==> src/rtl/alu_arbiter_if.sv <==
// Bundle of requester-side and ALU-side signals shared by the arbiter.
interface alu_arbiter_if;
  logic       req0, req1;
  logic [7:0] a0, b0, a1, b1;
  logic [3:0] s0, s1;
  logic       done0, done1;
  logic [7:0] res_f, res_ff;
  logic [5:0] res_flags;
  logic       busy, gnt_id;
  logic [7:0] alu_a, alu_b;
  logic [3:0] alu_s;
  logic [7:0] alu_f, alu_ff;
  logic       alu_equal, alu_gt, alu_lt, alu_zero, alu_carry, alu_ovf;

  // arbiter side
  modport slave (
    input  req0, req1, a0, b0, a1, b1, s0, s1,
    input  alu_f, alu_ff, alu_equal, alu_gt, alu_lt, alu_zero, alu_carry, alu_ovf,
    output done0, done1, res_f, res_ff, res_flags, busy, gnt_id,
    output alu_a, alu_b, alu_s
  );

  // requesters plus ALU side
  modport master (
    output req0, req1, a0, b0, a1, b1, s0, s1,
    output alu_f, alu_ff, alu_equal, alu_gt, alu_lt, alu_zero, alu_carry, alu_ovf,
    input  done0, done1, res_f, res_ff, res_flags, busy, gnt_id,
    input  alu_a, alu_b, alu_s
  );
endinterface

==> src/rtl/alu_arbiter.sv <==
// Two-port round-robin arbiter/sequencer in front of a shared 8-bit ALU.
// Grants one port, drives registered operands, waits ALU_LAT edges,
// captures results/flags and pulses the owner's done for one cycle.
module alu_arbiter #(
  parameter int ALU_LAT = 1  // 0..4, 0 = combinational ALU
) (
  input  logic         clk,
  input  logic         rst,
  alu_arbiter_if.slave bus
);

  typedef enum logic [1:0] {S_IDLE, S_WAIT, S_DONE} state_t;

  state_t     state;
  logic [2:0] cnt;
  logic       last;
  logic       pick;

  // Winner for this IDLE cycle: a lone requester wins, a tie goes to the
  // port that did not win last time.
  always_comb begin
    pick = bus.req1;
    if (bus.req0 && bus.req1) pick = ~last;
  end

  // Sequencer FSM; all outputs are registered here.
  always_ff @(posedge clk) begin
    if (rst) begin
      state         <= S_IDLE;
      cnt           <= 3'd0;
      last          <= 1'b1;
      bus.alu_a     <= 8'h00;
      bus.alu_b     <= 8'h00;
      bus.alu_s     <= 4'h0;
      bus.res_f     <= 8'h00;
      bus.res_ff    <= 8'h00;
      bus.res_flags <= 6'h00;
      bus.done0     <= 1'b0;
      bus.done1     <= 1'b0;
      bus.busy      <= 1'b0;
      bus.gnt_id    <= 1'b0;
    end else begin
      case (state)
        S_IDLE: begin
          if (bus.req0 || bus.req1) begin
            bus.alu_a  <= pick ? bus.a1 : bus.a0;
            bus.alu_b  <= pick ? bus.b1 : bus.b0;
            bus.alu_s  <= pick ? bus.s1 : bus.s0;
            bus.gnt_id <= pick;
            last       <= pick;
            cnt        <= 3'(ALU_LAT);
            bus.busy   <= 1'b1;
            state      <= S_WAIT;
          end
        end
        S_WAIT: begin
          if (cnt == 3'd0) begin
            // ALU outputs are valid now; capture and flag completion
            bus.res_f     <= bus.alu_f;
            bus.res_ff    <= bus.alu_ff;
            bus.res_flags <= {bus.alu_ovf, bus.alu_carry, bus.alu_zero,
                              bus.alu_lt, bus.alu_gt, bus.alu_equal};
            bus.done0     <= ~bus.gnt_id;
            bus.done1     <= bus.gnt_id;
            state         <= S_DONE;
          end else begin
            cnt <= cnt - 3'd1;
          end
        end
        S_DONE: begin
          bus.done0 <= 1'b0;
          bus.done1 <= 1'b0;
          bus.busy  <= 1'b0;
          state     <= S_IDLE;
        end
        default: state <= S_IDLE;
      endcase
    end
  end

endmodule

==> src/flat_wrapper.sv <==
// flat-port wrapper written by rule: the top's interface ports become plain ports
module alu_arbiter_flat 
#(
  parameter int ALU_LAT = 1                                
)
  (clk, rst, bus_req0, bus_req1, bus_a0, bus_b0, bus_a1, bus_b1, bus_s0, bus_s1, bus_alu_f, bus_alu_ff, bus_alu_equal, bus_alu_gt, bus_alu_lt, bus_alu_zero, bus_alu_carry, bus_alu_ovf, bus_done0, bus_done1, bus_res_f, bus_res_ff, bus_res_flags, bus_busy, bus_gnt_id, bus_alu_a, bus_alu_b, bus_alu_s);
  alu_arbiter_if bus_i ();
  input  logic clk;
  input  logic rst;
  input wire logic [$bits(bus_i.req0)-1:0] bus_req0;
  input wire logic [$bits(bus_i.req1)-1:0] bus_req1;
  input wire logic [$bits(bus_i.a0)-1:0] bus_a0;
  input wire logic [$bits(bus_i.b0)-1:0] bus_b0;
  input wire logic [$bits(bus_i.a1)-1:0] bus_a1;
  input wire logic [$bits(bus_i.b1)-1:0] bus_b1;
  input wire logic [$bits(bus_i.s0)-1:0] bus_s0;
  input wire logic [$bits(bus_i.s1)-1:0] bus_s1;
  input wire logic [$bits(bus_i.alu_f)-1:0] bus_alu_f;
  input wire logic [$bits(bus_i.alu_ff)-1:0] bus_alu_ff;
  input wire logic [$bits(bus_i.alu_equal)-1:0] bus_alu_equal;
  input wire logic [$bits(bus_i.alu_gt)-1:0] bus_alu_gt;
  input wire logic [$bits(bus_i.alu_lt)-1:0] bus_alu_lt;
  input wire logic [$bits(bus_i.alu_zero)-1:0] bus_alu_zero;
  input wire logic [$bits(bus_i.alu_carry)-1:0] bus_alu_carry;
  input wire logic [$bits(bus_i.alu_ovf)-1:0] bus_alu_ovf;
  output wire logic [$bits(bus_i.done0)-1:0] bus_done0;
  output wire logic [$bits(bus_i.done1)-1:0] bus_done1;
  output wire logic [$bits(bus_i.res_f)-1:0] bus_res_f;
  output wire logic [$bits(bus_i.res_ff)-1:0] bus_res_ff;
  output wire logic [$bits(bus_i.res_flags)-1:0] bus_res_flags;
  output wire logic [$bits(bus_i.busy)-1:0] bus_busy;
  output wire logic [$bits(bus_i.gnt_id)-1:0] bus_gnt_id;
  output wire logic [$bits(bus_i.alu_a)-1:0] bus_alu_a;
  output wire logic [$bits(bus_i.alu_b)-1:0] bus_alu_b;
  output wire logic [$bits(bus_i.alu_s)-1:0] bus_alu_s;
  assign bus_i.req0 = bus_req0;
  assign bus_i.req1 = bus_req1;
  assign bus_i.a0 = bus_a0;
  assign bus_i.b0 = bus_b0;
  assign bus_i.a1 = bus_a1;
  assign bus_i.b1 = bus_b1;
  assign bus_i.s0 = bus_s0;
  assign bus_i.s1 = bus_s1;
  assign bus_i.alu_f = bus_alu_f;
  assign bus_i.alu_ff = bus_alu_ff;
  assign bus_i.alu_equal = bus_alu_equal;
  assign bus_i.alu_gt = bus_alu_gt;
  assign bus_i.alu_lt = bus_alu_lt;
  assign bus_i.alu_zero = bus_alu_zero;
  assign bus_i.alu_carry = bus_alu_carry;
  assign bus_i.alu_ovf = bus_alu_ovf;
  assign bus_done0 = bus_i.done0;
  assign bus_done1 = bus_i.done1;
  assign bus_res_f = bus_i.res_f;
  assign bus_res_ff = bus_i.res_ff;
  assign bus_res_flags = bus_i.res_flags;
  assign bus_busy = bus_i.busy;
  assign bus_gnt_id = bus_i.gnt_id;
  assign bus_alu_a = bus_i.alu_a;
  assign bus_alu_b = bus_i.alu_b;
  assign bus_alu_s = bus_i.alu_s;
  alu_arbiter #(.ALU_LAT(ALU_LAT)) u_core (.clk(clk), .rst(rst), .bus(bus_i));
endmodule
==> config.mk <==
export PLATFORM = sky130hd
export DESIGN_NAME = alu_arbiter_flat
export DESIGN_NICKNAME = d
export VERILOG_FILES = /design/src/rtl/alu_arbiter_if.sv /design/src/rtl/alu_arbiter.sv /design/src/flat_wrapper.sv
export SDC_FILE = /design/constraint.sdc
export NUM_CORES = 1
export LEC_CHECK = 0
export CAP_MARGIN = 20
export CORE_ASPECT_RATIO = 0.8
export CORE_MARGIN = 2
export CORE_UTILIZATION = 40
export DETAILED_ROUTE_END_ITERATION = 10
export PLACE_DENSITY = 0.86
export SYNTH_ARGS = -nofsm -noshare
export SYNTH_HDL_FRONTEND = slang
export SYNTH_SLANG_ARGS = --single-unit
==> constraint.sdc <==
create_clock -name clk -period 1.57 [get_ports clk]
set_input_delay 0.157 -clock clk [delete_from_list [all_inputs] [get_ports clk]]
set_output_delay 0.157 -clock clk [all_outputs]
set_load 0.1 [all_outputs]
==> flow_summary.json <==
{
  "final_hold_viol_count": 0,
  "io_pins": 112,
  "yosys.area_share.simple": 0.2033,
  "diodes": 0,
  "dp_cells": 445,
  "fin_crit_sh": 0.9333,
  "gp_congestion": 0.7917,
  "maxCapViolCount": 0,
  "synth.avg_cell_area_um2": 8.605,
  "nets": 443,
  "fin_crit_ns": 1.465,
  "ctsLongestPathBuffers": 2,
  "required_ns": 1.77,
  "yosys_warnings": 0,
  "cts_sinks": 52,
  "antenna_found_initial": 0,
  "die_h_um": 71.02,
  "start_util": 0.4132,
  "peakVddDrop_mv": 0.6827,
  "start_kind": "register",
  "finish.utilization": 0.7576,
  "fin_total_pwr_mw": 5.116,
  "synth_seq_cells": 52,
  "power_density_mw_per_mm2": 1243,
  "routed_wl_mm": 6.799,
  "ant_nets": 0,
  "yosys.area_share.adder": 0.01114,
  "swShare": 0.3879,
  "muxShareOfSynthArea": 0,
  "place_hpwl_mm": 5.151,
  "num_vias": 2290,
  "clockRootBuffer": "clkbuf_8",
  "synthesis.area_mm2": 0.002246,
  "yosysSeqAreaShare": 0.4635,
  "grt_util_all_layers": 0.2244,
  "whs_ns": 0.2600,
  "synth_flop_cell": "dfxtp_1",
  "pwr-share-clk": 0.242,
  "layout-drive-gt1-share": 0.2527,
  "synth_top_family_by_area": "compound AO/OA/AOI/OAI gates",
  "intPower_mw": 3.131,
  "cp-end-kind": "register",
  "drv_slew": 0,
  "grt_first_pass_wirelength_mm": 10.88,
  "yosys.area_share.xor_xnor": 0,
  "portBuffers": 111,
  "die_area_mm2": 0.006234,
  "synth_compound_area_frac": 0.2641,
  "netlist_instances": 261,
  "worstPathMaxFanout": 4,
  "dr.first_iter.drc_count": 88,
  "area_delta_synth_final_pct": 83.34,
  "fmax_mhz": 682.5,
  "stdcell_count": 454,
  "cts-htree-levels": 2,
  "ys_types": 29,
  "arrival_ns": 1.66,
  "setup-violations-final": 0,
  "cts_buffers": 5,
  "holdBufCountCts": 0,
  "hp-class": "input port to register",
  "switching_power_mw": 1.985,
  "seq_power_share": 0.315,
  "status": "finished, final reports clean",
  "slew-limit-headroom": 0.6943,
  "synth-async-reset-ratio": 0,
  "fin_ws_ns": 0.1048,
  "grt_pass1_vias": 2297,
  "cts_tree": "built",
  "grt_max_degree": 26,
  "die_w_um": 87.78,
  "combinationalPowerShare": 0.442,
  "rows": 24,
  "core-area_mm2": 0.005435,
  "max_slew.worst_pin.slew_ns": 0.4580,
  "dr.pass1.iters": 4,
  "synth-edff-count": 0,
  "nFillCells": 373,
  "wl_per_cell_um": 14.98,
  "worstSetupPathType": "register to register",
  "p_leak_nw": 1.571,
  "gr-total-overflow": 0,
  "finClkSkew_ns": 0.005878,
  "drc_errors": 0,
  "clock_latency_ns": 0.30,
  "syn-num-nets": 329,
  "viasPerCell": 5.044,
  "dp_slack_ns": -0.02899,
  "clkTransAtPathRegs_ns": 0.10,
  "rsz0062_at_grt": "false"
}
==> cell usage in the layout, fill, tap and decap left out, types with 3 or more instances in the layout <==
cell type        instances
buf_4                   14
nand3_1                  4
nor2_1                   4
nand2_1                 87
clkdlybuf4s50_1         64
clkbuf_8                 5
a21oi_1                 47
nand2b_1                 3
bufinv_16                3
or2_1                    3
inv_1                    3
a311oi_2                19
buf_12                  49
dfxtp_1                 52
==> worst paths after layout <==
kind / startpoint / endpoint / slack (ns) / depth (start not counted)
max: u_core.cnt[0]$_SDFFE_PP0P_ / u_core.cnt[1]$_SDFFE_PP0P_ / 0.10 / 5
min: rst / u_core.bus.res_flags[4]$_SDFFE_PP0P_ / 0.26 / 2
min reg2reg: u_core.bus.res_f[4]$_SDFFE_PP0P_ / u_core.bus.res_f[4]$_SDFFE_PP0P_ / 0.50 / 2
max reg2reg: u_core.cnt[0]$_SDFFE_PP0P_ / u_core.cnt[1]$_SDFFE_PP0P_ / 0.10 / 5
==> metrics by stage <==
step	TNS (ns)	instance area, µm²
2_1_floorplan	0	2246
3_3_place_gp	0	3949
3_5_place_dp	-0.07584	3949
4_1_cts	0	4108
5_1_grt	0	4118
6_report	0	4118
==> flip-flops by register name, summed over array words and instances (netlist names), 2 cells and up <==
name / flops
u_core.bus.res_f: 8
u_core.bus.res_flags: 6
u_core.bus.alu_a: 8
u_core.bus.res_ff: 8
u_core.state: 2
u_core.bus.alu_b: 8
u_core.cnt: 3
u_core.bus.alu_s: 4
==> worst max-delay path: stages, from the launching register on <==
cell     delay [ns]
dfxtp_1        0.33
inv_1          0.08
ha_1           0.25
nor2b_2        0.20
or4_1          0.42
o41ai_1        0.08
==> area by class of cell <==
class	instances	area [µm²]	share of cell area
Sequential cell	52	1041	0.2528
Clock inverter	3	90.09	0.02188
Multi-Input combinational cell	185	1077	0.2616
Tap cell	78	97.59	0.02370
Inverter	3	11.26	0.002735
Clock buffer	5	68.82	0.01671
Timing Repair Buffer	128	1732	0.4205
==> timing repair <==
action                                  in CTS  in global routing
setup buffers                                0                  1
endpoints found under the setup margin       0                  2
gates resized for setup                      0                  1
==> power by group through the flow <==
| stage | Clock [mW] | Sequential [mW] | Combinational (mW) |
|---|---|---|---|
| global placement | 0 | 1.63 | 2.22 |
| global route | 1.31 | 1.63 | 2.36 |
| finish | 1.24 | 1.61 | 2.26 |
| detailed placement | 0 | 1.64 | 2.26 |
| floorplan | 0 | 2.48 | 0.498 |
| CTS | 1.27 | 1.61 | 2.26 |
==> logic make-up after synthesis <==
logic type	count (synthesis)
and+or+nand+nor	108
buffers and inverters	24
adders and majority gates	2
AOI/OAI and AO/OA	75
DFF	52
==> cells in the mapped netlist, types with 3 or more instances <==
cell / count / share of area
a21oi_1: 47 / 0.10
a311oi_2: 19 / 0.13
buf_2: 11 / 0.025
buf_4: 5 / 0.017
clkbuf_1: 4 / 0.0067
dfxtp_1: 52 / 0.46
inv_1: 3 / 0.0050
nand2_1: 87 / 0.15
nand2b_1: 3 / 0.0084
nand3_1: 4 / 0.0089
nor2_1: 4 / 0.0067
or2_1: 3 / 0.0084
==> routing by layer <==
layer / vias up / routed length [µm] / GRT usage
li1: 1126 / - / -
met2: 67 / 3751 / 0.4125
met3: 6 / 356 / 0.05368
met1: 1091 / 2602 / 0.2531
met4: 0 / 89 / 0.07179
met5: - / 0 / 0
Power figures use the tool's default switching activity.
==> RTL change 1, RTL diff (config.mk and constraints unchanged) <==
Re-encode `state_t` (3 states) as one-hot, 3 bits wide.
--- a/src/rtl/alu_arbiter.sv
+++ b/src/rtl/alu_arbiter.sv
@@ -9,7 +9,7 @@
   alu_arbiter_if.slave bus
 );
 
-  typedef enum logic [1:0] {S_IDLE, S_WAIT, S_DONE} state_t;
+  typedef enum logic [2:0] {S_IDLE = 3'b001, S_WAIT = 3'b010, S_DONE = 3'b100} state_t;
 
   state_t     state;
   logic [2:0] cnt;
Check against the original RTL: same outputs for any inputs over 10 cycles, from zero or initial values and one cycle with rst high; not proved beyond that.
==> RTL change 1 against the original RTL <==
- final cell count down 3.3%
- die area is 0.85% higher
- cell area shrank 0.73%
- wire length grew 0.69%
- setup slack improved by 0.0073 ns
- total power fell by 13%
- sequential cell count grew 1
- largest cell class unchanged
- synthesized area rose by 0.89%
==> RTL change 1: results (changes against the original RTL) <==
- Post-route cell area: 0.004088 sq mm (-0.73%)
- Die ar.: 0.006287 sq mm (+0.85%)
- Largest net degree at the start of global routing: 29 (+12%)
- Metal3 WL: 496 microns (+39%)
- Wl on met1: 2813 microns (+8.1%)
- Critical Path Sink: u_core.bus.alu_b[0]
- Multi-input gate count: 167 (-9.7%)
- Routability cong.: 0.8055 (+1.7%)
- Setup WS pre-CTS: -0.04683 ns (-0.01783 ns)
- Multi-input gate area: 0.001091 sq mm (+1.3%)
- WL/cell: 15.59 microns (+4.1%)
- Total Routed Length: 6846 microns (+0.69%)
- Total leakage power: 0.001506 uW (-4.2%)
- Worst slew pin tran: 0.5197 ns (+0.06167 ns)
- Number of synthesized register bits: 53 (+1.9%)
- Met3 Use GR: 0.07143 (+0.01775)
- Status: complete, no violations
- Post-synthesis sequential area ratio: 0.4682 (+0.004740)
- DR iter-0 viols: 122 (+39%)
- FF-to-FF path depth: 4 (-1)
- WP data arrival: 1.68 ns (+0.02 ns)
- Clk_skew: 0.01425 ns (+0.008373 ns)
- Fillers: 354 (-5.1%)
- Detailed placer's ending HPWL: 5122 microns (-0.56%)
- WL met2: 3406 microns (-9.2%)
- Switching share of power: 0.4141 (+0.02613)
- Bufs w/o clock: 130 (+1.6%)
- Fmax: 0.6859 GHz (+0.50%)
- CP peak stage delay: 0.44 ns (+0.02 ns)
- GRT met1 Usage: 0.2678 (+0.01474)
- Worst vdd ir: 0.9059 mV (+33%)
- Worst Hold End: u_core.bus.busy
- Clock power share: 0.175 (-0.067)
- Slowest CP cell: dfxtp_1
- Placed cell area: 0.003984 sq mm (+0.89%)
-- RTL change 1: changes by cell type after synthesis, moves of 13 or more --
cell	change
a211oi_1	+20
mux2i_1	+20
clkbuf_1	+13
o21ai_0	+20
nand2_1	-86
nand3_1	+20
a311oi_2	-19
-- RTL change 1: what timing repair did --
action / 4_1_cts / 5_1_grt
endpoints found under the hold margin: 0 / 0
gates resized for setup: 0 / 4
setup buffers: 0 / 0
endpoints found under the setup margin: 0 / 29
-- RTL change 1: kinds of logic after synthesis --
kind of cell	count (synthesis)	synth area share
AO/OA/AOI/OAI	102	0.2667
flip-flops	53	0.4683
AND/OR/NAND/NOR	43	0.1060
buffers and inverters	31	0.05963
multiplexers	20	0.08835
adder cells (fa/ha/maj)	2	0.01104
-- RTL change 1: worst register-to-register path, cell delays in order (launching register included) --
cell and delay (ns):
dfxtp_1 0.44, nor3b_4 0.31, buf_4 0.27, a21oi_1 0.10, a211oi_1 0.24
==> RTL change 2, RTL diff (same settings) <==
Made on the original files. Make the reset (`rst`) asynchronous in one clocked block.
--- a/src/rtl/alu_arbiter.sv
+++ b/src/rtl/alu_arbiter.sv
@@ -24,7 +24,7 @@
   end
 
   // Sequencer FSM; all outputs are registered here.
-  always_ff @(posedge clk) begin
+  always_ff @(posedge clk or posedge rst) begin
     if (rst) begin
       state         <= S_IDLE;
       cnt           <= 3'd0;
Function: differs if rst is asserted again (counterexample within 4 cycles, from zero or initial values and one cycle with rst high); with rst held inactive, the same outputs for 10 cycles.
==> RTL change 2 against the original RTL <==
- the run now ends with negative setup slack left
- wire length fell by 6.3%
- first-iteration DRC count shrank 41%
- setup slack got worse by 0.12 ns
- count of clock-buffer cells in the layout increased by 1
- critical endpoint is now u_core.bus.res_f[0]
- cell area increased by 5.3%
- synthesized cell count fell by 30%
- non-clock buffer count rose by 5
- sequential cell count unchanged
- core utilization is 2.8 points higher
- synthesized area grew 3.6%
- critical path depth increased by 1
Power is not shown: default switching activity piles up to over one toggle a cycle in this logic, so the estimate is an artifact.
==> RTL change 2: results (changes against the original RTL) <==
- Via/cell ratio: 4.871 (-3.4%)
- Met2 global-route usage: 0.3358 (-0.07666)
- I/O Buffers: 111 (unchanged)
- Wl on met1: 2617 microns (+0.58%)
- Global-route wire length before repair: 9798 microns (-10%)
- Final setup viols: 7 (+7)
- Top cells by count, synth: 51 x dfrtp_1, 41 x a21oi_1, 22 x mux2i_1
- CP peak stage delay: 0.40 ns (-0.02 ns)
- Number of global-route vias before repair: 2038 (-11%)
- Routability cong.: 0.7353 (-7.1%)
- Setup repair bufs after CTS: 5 (+5)
- Post-synthesis sequential area ratio: 0.5597 (+0.09617)
- Fin nets: 378 (-15%)
- Largest net degree at the start of global routing: 22 (-15%)
- DR iter-0 viols: 52 (-41%)
- Status: finished with violations
- GRT met1 Usage: 0.2507 (-0.002347)
- Metal3 WL: 481 microns (+35%)
- Setup TNS: -0.04675 ns (-0.04675 ns)
- Final WS setup: -0.01374 ns (-0.1185 ns)
- Setup WS pre-CTS: -0.05641 ns (-0.02741 ns)
- WP data arrival: 1.77 ns (+0.11 ns)
- Slowest CP cell: dfrtp_1
- CP Max Fanout: 7 (+3)
- Detailed placer's ending HPWL: 4586 microns (-11%)
- Clk_skew: 0.009241 ns (+0.003363 ns)
- Met3 Use GR: 0.05575 (+0.002070)
- Synth Flop Type: dfrtp_1
- WL/cell: 16.38 microns (+9.4%)
- Setup crit start: u_core.cnt[1]
- Relative max-transition margin: 0.7078 (+0.01346)
- GRT Util Overall: 0.1992 (-0.02525)
- Post-synthesis async set-or-reset flop share: 1.000 (+1.000)
- Mapped Nets: 250 (-24%)
- FF-to-FF path depth: 6 (+1)
- Worst min path class: in -> async
- Placed cells: 370 (-17%)
- Syn Inst Count: 182 (-30%)
- Hold slack final: 0.1705 ns (-0.08950 ns)
- Layout Cells excl Fill: 389 (-14%)
- Placed cell area: 0.004066 sq mm (+3.0%)
- Crit path max-delay family: buffers and inverters
- Synth area leaders: dfrtp_1 55%, mux2_4 10%, mux2i_1 9.5%, a21oi_1 8.8%, mux2_2 2.9%
- Post-CTS Resized: 6 (+6)
- R2R Path End: u_core.bus.res_f[0]
- Distinct cells, synth: 30 (+3.4%)
- Share of cells above drive strength 1: 0.3408 (+0.08818)
- WL met2: 3178 microns (-15%)
- Failing checks: negative setup slack
[RTL change 2: changes by cell type in the layout (fill, tap and decap cells not counted), moves of 6 or more]
cell and change:
a21oi_1 -6, mux2_4 +22, a311oi_2 -19, dfxtp_1 -52, dfrtp_1 +51, mux2i_1 +22, nand2_1 -79
[RTL change 2: final cells by class]
type / count / area, sq um
well taps: 78 / 97.59
multi-input cells: 114 / 974.7
inverters: 4 / 15.01
flip-flops and latches: 52 / 1303
clock buffers: 6 / 72.57
clock inverters: 2 / 35.03
repair buffers: 133 / 1841
fillers: 353 / 1187
[RTL change 2: logic make-up after synthesis]
logic type / Yosys count / share of synthesized area
DFF: 52 / 0.5597
muxes: 44 / 0.2269
AOI/OAI and AO/OA: 49 / 0.1134
buffers and inverters: 16 / 0.04516
and+or+nand+nor: 19 / 0.04409
adders and majority gates: 2 / 0.01075
